$ cat config.mk
export PLATFORM = sky130hd
export DESIGN_NAME = day1_instruction_parser
export DESIGN_NICKNAME = d
export VERILOG_FILES = /design/src/rtl/day1_pkg.sv /design/src/rtl/day1_decimal_accumulator.sv /design/src/rtl/day1_instruction_parser.sv
export SDC_FILE = /design/constraint.sdc
export NUM_CORES = 1
export LEC_CHECK = 0
export BUFFER_PORTS_ARGS = -buffer_cell sky130_fd_sc_hd__clkbuf_2
export CORE_ASPECT_RATIO = 0.9
export CORE_MARGIN = 10
export CORE_UTILIZATION = 50
export DETAILED_ROUTE_END_ITERATION = 12
export GPL_TIMING_DRIVEN = 0
export PLACE_DENSITY = 0.73
export SLEW_MARGIN = 20
export SYNTH_ARGS = -nofsm -noshare
export SYNTH_HDL_FRONTEND = slang
export SYNTH_SLANG_ARGS = --single-unit
$ cat constraint.sdc
create_clock -name clock -period 4.6 [get_ports clock]
set_input_delay 0.92 -clock clock [delete_from_list [all_inputs] [get_ports clock]]
set_output_delay 0.92 -clock clock [all_outputs]
set_load 0.05 [all_outputs]
$ cat src/rtl/day1_pkg.sv
// Shared definitions for the day-1 dial puzzle blocks.
//   ASCII byte constants used by the instruction parser,
//   parser FSM state type,
//   dial direction encoding shared with day1_solution_top.
package day1_pkg;

    localparam logic [7:0] CH_L  = 8'h4C;  // 'L'
    localparam logic [7:0] CH_R  = 8'h52;  // 'R'
    localparam logic [7:0] CH_0  = 8'h30;  // '0'
    localparam logic [7:0] CH_9  = 8'h39;  // '9'
    localparam logic [7:0] CH_LF = 8'h0A;  // '\n'
    localparam logic [7:0] CH_CR = 8'h0D;  // '\r'
    localparam logic [7:0] CH_SP = 8'h20;  // ' '

    localparam logic DIR_LEFT  = 1'b0;
    localparam logic DIR_RIGHT = 1'b1;

    typedef enum logic [2:0] {
        StIdle,
        StDigits,
        StEmit,
        StSkip,
        StDone
    } parser_state_e;

    function automatic logic is_digit(input logic [7:0] c);
        return (c >= CH_0) && (c <= CH_9);
    endfunction

endpackage

$ cat src/rtl/day1_decimal_accumulator.sv
// Decimal accumulator for the instruction parser.
//   clock       in   rising-edge clock
//   reset       in   asynchronous active-low reset
//   clear       in   zero the value and forget any digits seen
//   step        in   fold digit in: value = value*10 + digit (ignored on overflow)
//   digit       in   BCD digit 0..9
//   value       out  current accumulated value
//   has_digits  out  at least one digit has been folded in since clear
//   overflow    out  folding digit in now would exceed 2^COUNT_WIDTH-1
module day1_decimal_accumulator #(
    parameter int unsigned COUNT_WIDTH = 16
) (
    input  logic                   clock,
    input  logic                   reset,
    input  logic                   clear,
    input  logic                   step,
    input  logic [3:0]             digit,
    output logic [COUNT_WIDTH-1:0] value,
    output logic                   has_digits,
    output logic                   overflow
);

    logic [COUNT_WIDTH-1:0] value_q;
    logic                   has_digits_q;
    // Four spare bits: value*10 + 9 < 16 * 2^COUNT_WIDTH.
    logic [COUNT_WIDTH+3:0] wide;

    always_comb begin
        wide = ({4'b0000, value_q} << 3) + ({4'b0000, value_q} << 1)
             + {{COUNT_WIDTH{1'b0}}, digit};
        overflow = |wide[COUNT_WIDTH+3:COUNT_WIDTH];
    end

    always_ff @(posedge clock or negedge reset) begin
        if (!reset) begin
            value_q      <= '0;
            has_digits_q <= 1'b0;
        end else if (clear) begin
            value_q      <= '0;
            has_digits_q <= 1'b0;
        end else if (step && !overflow) begin
            value_q      <= wide[COUNT_WIDTH-1:0];
            has_digits_q <= 1'b1;
        end
    end

    assign value      = value_q;
    assign has_digits = has_digits_q;

endmodule

$ cat src/rtl/day1_instruction_parser.sv
// Turns the raw day-1 puzzle byte stream ("L68\nR48\n...") into {direction, count}
// instructions offered on a valid/ready handshake.
//   clock, reset                 clock and asynchronous active-low reset
//   in_data/in_valid/in_last     byte stream input; in_last marks end of file
//   in_ready                     byte accepted when in_valid & in_ready
//   direction/count              instruction payload (1 = 'R'), stable while valid
//   instruction_valid/_ready     instruction handshake
//   instructions_sent            accepted instructions since reset (saturating)
//   parse_errors                 dropped malformed lines since reset (saturating)
//   done                         end of file consumed and last instruction accepted
module day1_instruction_parser
    import day1_pkg::*;
#(
    parameter int unsigned COUNT_WIDTH = 16,
    parameter int unsigned STAT_WIDTH  = 32
) (
    input  logic                   clock,
    input  logic                   reset,
    input  logic [7:0]             in_data,
    input  logic                   in_valid,
    input  logic                   in_last,
    output logic                   in_ready,
    output logic                   direction,
    output logic [COUNT_WIDTH-1:0] count,
    output logic                   instruction_valid,
    input  logic                   instruction_ready,
    output logic [STAT_WIDTH-1:0]  instructions_sent,
    output logic [STAT_WIDTH-1:0]  parse_errors,
    output logic                   done
);

    parser_state_e          state_q;
    logic                   in_ready_q;
    logic                   valid_q;
    logic                   direction_q;
    logic                   last_seen_q;
    logic                   done_q;
    logic [STAT_WIDTH-1:0]  sent_q;
    logic [STAT_WIDTH-1:0]  errors_q;

    logic                   accept;
    logic                   is_num;
    logic                   is_lf;
    logic                   is_cr;
    logic                   is_ws;
    logic                   is_letter;
    logic                   line_end;
    logic                   acc_clear;
    logic                   acc_step;
    logic                   acc_has_digits;
    logic                   acc_overflow;
    logic [COUNT_WIDTH-1:0] acc_value;

    function automatic logic [STAT_WIDTH-1:0] sat_inc(input logic [STAT_WIDTH-1:0] v);
        return (&v) ? v : v + {{(STAT_WIDTH-1){1'b0}}, 1'b1};
    endfunction

    always_comb begin
        accept    = in_valid & in_ready_q;
        is_num    = is_digit(in_data);
        is_lf     = (in_data == CH_LF);
        is_cr     = (in_data == CH_CR);
        is_ws     = is_lf | is_cr | (in_data == CH_SP);
        is_letter = (in_data == CH_L) | (in_data == CH_R);
        // A CR only terminates a line when it is the final byte of the file.
        line_end  = is_lf | (is_cr & in_last);
        acc_clear = accept & (state_q == StIdle) & is_letter;
        acc_step  = accept & (state_q == StDigits) & is_num;
    end

    day1_decimal_accumulator #(
        .COUNT_WIDTH(COUNT_WIDTH)
    ) u_acc (
        .clock      (clock),
        .reset      (reset),
        .clear      (acc_clear),
        .step       (acc_step),
        .digit      (in_data[3:0]),
        .value      (acc_value),
        .has_digits (acc_has_digits),
        .overflow   (acc_overflow)
    );

    // in_ready_q defaults high each cycle; branches entering or holding EMIT/DONE pull it low.
    always_ff @(posedge clock or negedge reset) begin
        if (!reset) begin
            state_q     <= StIdle;
            in_ready_q  <= 1'b0;
            valid_q     <= 1'b0;
            direction_q <= DIR_LEFT;
            last_seen_q <= 1'b0;
            done_q      <= 1'b0;
            sent_q      <= '0;
            errors_q    <= '0;
        end else begin
            in_ready_q <= 1'b1;
            unique case (state_q)
                StIdle: begin
                    if (accept) begin
                        if (in_last) begin
                            // A lone letter at end of file is an incomplete line.
                            if (!is_ws) errors_q <= sat_inc(errors_q);
                            state_q    <= StDone;
                            in_ready_q <= 1'b0;
                            done_q     <= 1'b1;
                        end else if (is_letter) begin
                            direction_q <= (in_data == CH_R) ? DIR_RIGHT : DIR_LEFT;
                            state_q     <= StDigits;
                        end else if (!is_ws) begin
                            errors_q <= sat_inc(errors_q);
                            state_q  <= StSkip;
                        end
                    end
                end
                StDigits: begin
                    if (accept) begin
                        if (is_num && !acc_overflow) begin
                            if (in_last) begin
                                state_q     <= StEmit;
                                valid_q     <= 1'b1;
                                last_seen_q <= 1'b1;
                                in_ready_q  <= 1'b0;
                            end
                        end else if (line_end && acc_has_digits) begin
                            state_q     <= StEmit;
                            valid_q     <= 1'b1;
                            last_seen_q <= in_last;
                            in_ready_q  <= 1'b0;
                        end else if (is_num || line_end || !is_cr) begin
                            // Overflow, empty line, or a stray byte: drop the line.
                            errors_q <= sat_inc(errors_q);
                            if (in_last) begin
                                state_q    <= StDone;
                                in_ready_q <= 1'b0;
                                done_q     <= 1'b1;
                            end else begin
                                state_q <= is_lf ? StIdle : StSkip;
                            end
                        end
                    end
                end
                StSkip: begin
                    if (accept) begin
                        if (in_last) begin
                            state_q    <= StDone;
                            in_ready_q <= 1'b0;
                            done_q     <= 1'b1;
                        end else if (is_lf) begin
                            state_q <= StIdle;
                        end
                    end
                end
                StEmit: begin
                    if (instruction_ready) begin
                        valid_q <= 1'b0;
                        sent_q  <= sat_inc(sent_q);
                        if (last_seen_q) begin
                            state_q    <= StDone;
                            in_ready_q <= 1'b0;
                            done_q     <= 1'b1;
                        end else begin
                            state_q <= StIdle;
                        end
                    end else begin
                        in_ready_q <= 1'b0;
                    end
                end
                StDone: begin
                    in_ready_q <= 1'b0;
                    done_q     <= 1'b1;
                end
                default: begin
                    state_q <= StIdle;
                end
            endcase
        end
    end

    assign in_ready          = in_ready_q;
    assign direction         = direction_q;
    assign count             = acc_value;
    assign instruction_valid = valid_q;
    assign instructions_sent = sent_q;
    assign parse_errors      = errors_q;
    assign done              = done_q;

endmodule

# Word-level counts from Yosys, hierarchy flattened
# Index checks and enable logic that the tools add are counted.
# classes
addsub	4
mul	0
div	0
order_cmp	2
n_eq_ne	25
shifts	0
n_mux	58
bitwise_logic	13
reduce_logical	25
# ops
operator	count
32-bit 2-to-1 mux	9
32-bit by 1-bit adder with 32-bit output, second input constant	2
32-bit case mux with 2 select lines	1
32-bit AND reduction	2
3-bit 2-to-1 mux	15
16-bit 2-to-1 mux	2
1-bit 2-to-1 mux	26
19-bit by 17-bit adder with 20-bit output	1
20-bit by 4-bit adder with 20-bit output	1
8-bit by 4-bit == test with 1-bit output, second input constant	2
8-bit by 7-bit == test with 1-bit output, second input constant	2
2-bit != test, second input constant	8
3-bit case mux with 5 select lines	1
3-bit != test, second input constant	3
9-bit AND reduction	1
8-bit by 6-bit == test with 1-bit output, second input constant	1
8-bit by 6-bit greater-or-equal comparator with 1-bit output, second input constant	1
8-bit by 6-bit <= comparator with 1-bit output, second input constant	1
1-bit case mux with 4 select lines	2
4-bit AND reduction	2
8-bit AND reduction	1
2-bit nonzero test	4
7-bit AND reduction	1
1-bit AND	6
20 further kinds	32
# totals
reg_bits	89
latchBits	0
mem_bits_rw	0
romBits	0
input_bits	13
out_inout_bits	84
elab_cells	137
memories	0

# Logic depth before layout (Yosys ltp)
# Gate-level depths: netlist (run 1).
# logic_depth
word_depth	10
mapped_depth	15
depth_no_buf	13

# Hierarchy
# A second synthesis (run 1) with hierarchy kept.
# unflattened
hier_cells	619
hier_area_um2	5866.9
# by_module_without_submodules
module	n_inst	cells_each	area_each_um2
day1_instruction_parser	1	393	3928.8
day1_decimal_accumulator	1	226	1938.1

# Worst setup path before layout (run 1)
# OpenSTA, ideal clock, no wires.
# synth_path
path_kind	input -> register
startpoint	input port in_data[3]
endpoint	register errors_q[1] (netlist: parse_errors[1])
t_arrival_ps	4300
t_required_ps	4475
path_slack_ps	175
stages	14
path_buffers	2
path_cell_list	inv_1 -> fa_1 -> inv_1 -> fa_1 -> a21o_1 -> a221o_1 -> a211o_1 -> a41oi_2 -> xor2_1 -> a31oi_1 -> o21ai_0 -> buf_2 -> buf_2 -> mux2_2
# synth_via
elab_chain_cells	8
word_cells_on_any_way	31
cone_classes	add/sub (1); order compare (2); eq/ne (9); mux (5); bitwise (5); reduce/logical (9)
# synth_rtl
item	line_no	text
start, declared	day1_instruction_parser.sv:19	input logic [7:0] in_data,
parallel branches: the longest is 8 deep, another holds 20-bit by 4-bit adder with 20-bit output	n/a	
end signal, assigned	day1_instruction_parser.sv:102	if (!is_ws) errors_q <= sat_inc(errors_q);
end signal, assigned	day1_instruction_parser.sv:110	errors_q <= sat_inc(errors_q);
end signal, assigned	day1_instruction_parser.sv:131	errors_q <= sat_inc(errors_q);
end, declared	day1_instruction_parser.sv:39	logic [STAT_WIDTH-1:0] errors_q;
# Parallel ways; which one is timed is not known. The select of a mux whose other input is x is not followed.
# A chain may end at the register's enable or synchronous reset.

# Worst setup path in the final report (run 1)
# layout_path
startpoint	input port in_data[3]
endpoint	register u_acc.value_q[5] (netlist: u_acc.value[5])
# layout_via
elab_chain_cells	5
word_cells_on_any_way	15
cone_classes	add/sub (1); order compare (2); eq/ne (2); mux (2); bitwise (3); reduce/logical (5)
# layout_rtl
item	line_no	text
20-bit by 4-bit adder with 20-bit output (tied with other cells)	day1_decimal_accumulator.sv:30	+ {{COUNT_WIDTH{1'b0}}, digit};
4-bit OR reduction or 1-bit logical AND (tied branches)	day1_decimal_accumulator.sv:31, day1_pkg.sv:27	
1-bit zero test or 1-bit AND (tied branches)	day1_decimal_accumulator.sv:41, day1_instruction_parser.sv:68	
1-bit logical AND	day1_decimal_accumulator.sv:41	end else if (step && !overflow) begin
2-bit nonzero test (no line)	n/a	
end signal, assigned	day1_decimal_accumulator.sv:42	value_q <= wide[COUNT_WIDTH-1:0];
end, declared	day1_decimal_accumulator.sv:23	logic [COUNT_WIDTH-1:0] value_q;
# Several ways; a longest one is shown, not always the timed one. The select of a mux whose other input is x is not followed.

==> out/results.ini, run 1 <==
[synthesis]
synth_most_common_cell=dfrtp_1
synth_enable_flop_cells=0
synth_top_area_cell=dfrtp_1
syn_inst=549
async_reset_ff_frac=1.00
yosysSeqAreaShare=0.415
synth_fa_ha_area_frac=0.0845
post_synth.cell_area_avg_sq_um=9.77
synth_ff_type=dfrtp_1
synth_area_sq_um=5360
synthMuxAreaShare=0.00630
synth_compound_area_frac=0.119
synth_top_family_by_area=simple AND/OR/NAND/NOR gates
syn_nets=597
synth_xor_area_frac=0.123
ys_ff_latch=89
ys_warn_count=0
synthDistinctLibCells=53
synth_commonest_cells=dfrtp_1 (89), xor2_1 (50), nand2_1 (44)
yosys.area_share.simple=0.220
synth_top_area_frac=0.415
synth_area_leaders=dfrtp_1 (42%), xor2_1 (8.2%), ha_1 (7.7%)

[global_route]
grt_pass1_vias=4540
grt-busiest-layer=met2
grt_max_degree=90
grt_use_met1=0.219
grt_pass1_wl_mm=22.3
antenna_found_initial=0
grtUsageMet2=0.281
use_met3=0.0550
overflow=0
grt_use_total=0.174

[floorplan]
die_h_microns=118
start_util=0.517
ios=97
num_rows=35
core_area_sq_um=10400
die_area_sq_um=15300
die_width_microns=129

[sta]
maxSlewViolCount=0
worstMarginPinSlew_ns=0.760
finalSetupViolations=0
clock_skew_ns=0.00807
rsz0062_at_grt=yes
clock.fmax_ghz=0.226
layout_min_cycle_time_ns=4.43
hold_viol=0
maxSlewHeadroom=0.487
fin_ws_ns=0.172
fin_crit_sh=0.963

[clock_tree]
ctsHoldBuffers=0
clock-sinks=89
cts_buffer_depth=2
htreeDepth=3
cts_tree=built
cts_made_buffers=9
root_buffer=clkbuf_16
clock_latency_ns=0.34
cts.clk_slew.worst_paths_ns=0.07

[drt]
wl_per_cell_microns=17.1
ant_nets=0
firstDrtPassIters=4
vias_per_cell=5.71
drt-total-wl_mm=13.5
drtIter0Drc=340
vias=4509
drcViolationCount=0

[finish]
drive_gt1_frac=0.239
final_net_count=703
fillers=898
multi_input_area_sq_um=2990
seqCellArea_sq_um=2230
insertedDiodeCount=0
final_cells=789
syn_to_final_growth_pct=18.0

[flow_run]
cap_violations=0

[worst_setup_path]
rr_startpoint=u_acc.value[0]
rr_worst_depth=15
cp-end-kind=flop
path_max_fanout=10
critPathKind=input port to flop
crit_path_start_kind=input port
reg2reg_to=u_acc.value[5]
regToRegSetupSlack_ns=0.52
cp.required_ns=4.83
cp.arrival_ns=4.65

[pwr]
ir_worst_vdd_mv=0.341
design_power_total_mw=2.25
p_per_area_nw_per_um2=356
power_leakage_nw=3.28

[min_path]
hold_end=done
holdCritStartpoint=done
hold_class=flop to flop
worstHoldPathCells=1

[run_status]
status=finished clean

[placed_design]
place_inst=773
post-dp-hpwl_mm=10.1
portBuffers=95
place.gp.congestion=0.831
place_ws_ns=-0.415

## critical path: stages
cell,delay (ns)
clkbuf_2,0.14
inv_1,0.07
fa_1,0.53
inv_1,0.07
fa_1,0.46
a21o_1,0.21
a221o_1,0.37
a211o_1,0.34
a41oi_2,0.20
xor2_2,0.20
o211ai_1,0.11
or4b_1,0.52
buf_2,0.17
buf_6,0.16
nand3_1,0.10
o21ai_2,0.07
## per-stage QoR
step	util	hold WS [ns]	area [sq um]	TNS [ns]
after detailed placement	0.579	0.472	6010	-10.51
final	0.610	0.485	6330	0
after global routing	0.610	0.514	6330	-0.0191
after CTS	0.605	0.487	6280	0
after floorplan	-	0.459	5360	0
after global placement	0.578	0.466	6000	-9.19
## layout by cell type, fill, tap and decap left out, types with 15 or more instances in the layout
| cell | n |
|---|---|
| nor2_1 | 33 |
| xor2_1 | 49 |
| nand2_1 | 44 |
| inv_1 | 21 |
| ha_1 | 33 |
| clkbuf_2 | 95 |
| xnor2_1 | 25 |
| o21ai_2 | 16 |
| dfrtp_1 | 89 |
| nand3_1 | 29 |
| nor4_1 | 15 |
| and3_1 | 18 |
| a21oi_1 | 25 |
## routing by layer
metal / vias up / wire, microns / part of all wire
met5: - / 0 / 0
met4: 0 / 129 / 0.0096
met3: 12 / 878 / 0.065
met2: 97 / 6370 / 0.47
met1: 2224 / 6090 / 0.45
li1: 2176 / - / -
## state kept, by name, indices dropped and copies added, names as in the netlist
name               cells
instruction_valid      1
u_acc.has_digits       1
in_ready               1
done                   1
instructions_sent     32
direction              1
u_acc.value           16
state_q                3
parse_errors          32
last_seen_q            1
## power by group
part	internal, mW	total (mW)	switching [mW]
Sequential	0.852	0.932	0.0801
Clock	0.385	0.698	0.313
Combinational	0.172	0.625	0.453
Total	1.41	2.25	0.846
## area by class of cell
cell class | count | share of cell area
repair buffers | 96 | 0.0777
clock inverters | 5 | 0.00613
clock buffers | 11 | 0.0384
inverters | 21 | 0.0125
well taps | 129 | 0.0255
multi-input cells | 421 | 0.473
flip-flops and latches | 89 | 0.352
plain buffers | 17 | 0.0146
## kinds of logic (layout without fill, tap and decap cells)
logic type / count (synthesis) / after routing
AO/OA/AOI/OAI: 93 / 93
flip-flops: 89 / 89
AND/OR/NAND/NOR: 215 / 215
adder cells (fa/ha/maj): 35 / 35
buffers and inverters: 39 / 150
XOR/XNOR: 75 / 75
multiplexers: 3 / 3
## worst max path at each step
stage / startpoint / end / slack (ns)
after global placement: in_data[3] / parse_errors[1] / -0.41
after detailed placement: in_data[3] / parse_errors[1] / -0.41
after global routing: in_data[3] / parse_errors[19] / -0.007
after floorplan: in_data[3] / parse_errors[1] / 0.18
final: in_data[3] / u_acc.value[5] / 0.17
after CTS: in_data[3] / parse_errors[7] / 0.05
## repair_timing
action                                  in CTS  in global routing
gates cloned                                 0                  0
pin swaps                                    0                  2
endpoints found under the setup margin       1                 45
buffers inserted                             0                  1
gates resized for setup                      0                  8
Note: power is estimated with default switching activity, not from simulation.
==> inputs of run 2 (changes only) <==
- CORE_UTILIZATION: 50 -> 57
- PLACE_DENSITY: 0.73 -> 0.81
==> run 2 against run 1 <==
Net effect: register-to-register slack lost 0.05 ns; sequential power is essentially flat; combinational power is essentially flat; highest routed layer unchanged.
==> out/results.ini, run 2 (synthesis results as in run 1) <==
[clock_tree]
cts_tree=built
cts_buffer_depth=2  ; unchanged
cts.clk_slew.worst_paths_ns=0.09  ; +0.02 ns
root_buffer=clkbuf_8
cts_made_buffers=9  ; unchanged
clock-sinks=89  ; unchanged
clock_latency_ns=0.36  ; +0.02 ns
htreeDepth=3  ; unchanged

[worst_setup_path]
critPathBufInv=5  ; unchanged
cpLargestDelayFamily=compound AO/OA/AOI/OAI gates
regToRegSetupSlack_ns=0.47  ; -0.05 ns
critPathKind=input port to flop
cp-end-kind=flop
cp.arrival_ns=4.67  ; +0.02 ns
max_stage_delay_ns=0.53  ; about the same
slowest_stage=fa_1
crit_path_start_kind=input port
worstPathCellList=clkbuf_2 > inv_1 > fa_1 > inv_1 > fa_1 > a21o_1 > a221o_1 > a211o_1 > a41oi_2 > xor2_2 > o211ai_1 > or4b_1 > buf_2 > buf_6 > nand3_1 > o21ai_2
path_max_fanout=10  ; unchanged
cp.required_ns=4.86  ; +0.03 ns

[drt]
drt-total-wl_mm=13.1  ; -2.8%
wl_per_cell_microns=16.7  ; -2.0%
drcViolationCount=0  ; unchanged
vias=4498  ; -0.24%
ant_nets=0  ; unchanged
drtIter0Drc=321  ; -5.6%
firstDrtPassIters=5  ; +1
vias_per_cell=5.74  ; +0.52%

[floorplan]
start_util=0.588  ; +0.0710
die_area_sq_um=13700  ; -10%
die_width_microns=122  ; -5.4%
num_rows=33  ; -5.7%
ios=97  ; unchanged
core_area_sq_um=9130  ; -12%
die_h_microns=112  ; -5.3%

[placed_design]
dpl_cell_area_sq_um=6000  ; -0.15%
post-dp-hpwl_mm=9.87  ; -2.2%
place_inst=766  ; -0.91%
portBuffers=95  ; unchanged
place.gp.congestion=0.895  ; +7.7%

[min_path]
hold_class=flop to flop

[sta]
finalSetupViolations=0  ; unchanged
layout_min_cycle_time_ns=4.41  ; -0.0174 ns
maxSlewHeadroom=0.497  ; +0.00973
clock_skew_ns=0.00929  ; +0.00123 ns
maxSlewViolCount=0  ; unchanged
hold_viol=0  ; unchanged
fin_crit_sh=0.959  ; -0.00379
worstMarginPinSlew_ns=0.755  ; -0.00495 ns
clock.fmax_ghz=0.227  ; +0.39%

[finish]
finish.utilization=0.683  ; +0.0738
seqCellArea_sq_um=2230  ; unchanged
drive_gt1_frac=0.238  ; -0.00188
syn_to_final_growth_pct=16.3
final_net_count=704  ; +0.14%
multi_input_area_sq_um=2980  ; -0.63%
fillers=777  ; -13%
final_area_sq_um=6240  ; -1.4%
insertedDiodeCount=0  ; unchanged
layout_common_cells=clkbuf_2 (95), dfrtp_1 (89), xor2_1 (49), nand2_1 (44)
final_common_cell=clkbuf_2
final_cells=783  ; -0.76%

[flow_run]
cap_violations=0  ; unchanged

[pwr]
ir_worst_vdd_mv=0.313  ; -8.2%
power_leakage_nw=3.24  ; -1.1%
p_per_area_nw_per_um2=340  ; -4.5%
design_power_total_mw=2.12  ; -5.9%

[global_route]
grt_pass1_vias=4673  ; +2.9%
grt_pass1_wl_mm=22.6  ; +1.1%
grt_max_degree=90  ; unchanged
overflow=0  ; unchanged
antenna_found_initial=0  ; unchanged
grt_use_total=0.196  ; +0.0220

[run_status]
status=finished clean

[run 2: worst paths after layout]
kind | from | endpoint | cells past startpoint
max | in_data[3] | u_acc.value[4] | 16
min | parse_errors[7] | parse_errors[7] | 1
max reg2reg | u_acc.value[0] | u_acc.value[4] | 15
min reg2reg | parse_errors[7] | parse_errors[7] | 1
max in group asynchronous | reset | instructions_sent[9] | 1
min in group asynchronous | reset | parse_errors[27] | 1
[run 2: routing by layer]
metal | up-vias | wire length, microns | GRT usage
met5 | - | 0 | 0
met4 | 0 | 94 | 0.0463
met3 | 9 | 949 | 0.0515
met2 | 114 | 6510 | 0.333
met1 | 2192 | 5550 | 0.243
li1 | 2183 | - | -
[run 2: per-stage QoR]
step                TNS (ns)  hold WS [ns]  worst slack [ns]
global placement       -7.45         0.470            -0.371
global route        -0.00351         0.515          -0.00351
CTS                        0         0.491            0.0836
detailed placement    -10.38         0.475            -0.431
finish                     0         0.487             0.189
floorplan                  0         0.459             0.175
[run 2: worst reg2reg max path, cell delays in order, from the launching register on]
cell      delay (ns)
dfrtp_1         0.42
inv_1           0.08
fa_1            0.50
inv_1           0.08
fa_1            0.47
a21o_1          0.21
a221o_1         0.39
a211o_1         0.35
a41oi_2         0.19
xor2_2          0.21
o211ai_1        0.12
or4b_1          0.52
buf_2           0.17
buf_6           0.15
nand3_1         0.10
o21ai_2         0.07
[run 2: area by class of cell]
| cell class | instances | area share |
|---|---|---|
| multi-input cells | 421 | 0.477 |
| flip-flops and latches | 89 | 0.357 |
| repair buffers | 97 | 0.0801 |
| well taps | 122 | 0.0245 |
| clock buffers | 10 | 0.0221 |
| plain buffers | 17 | 0.0148 |
| inverters | 21 | 0.0126 |
| clock inverters | 6 | 0.0116 |
[run 2: power by group]
group,switching (mW),internal [mW],total [mW]
combinational,0.447,0.176,0.622
clock,0.299,0.272,0.570
sequential,0.0781,0.851,0.929
total,0.823,1.30,2.12
[run 2: what timing repair did]
action	in CTS	in global routing
pin swaps	0	2
buffers inserted	0	2
setup endpoints to repair	1	46
hold buffers	0	0
gates resized for setup	0	7
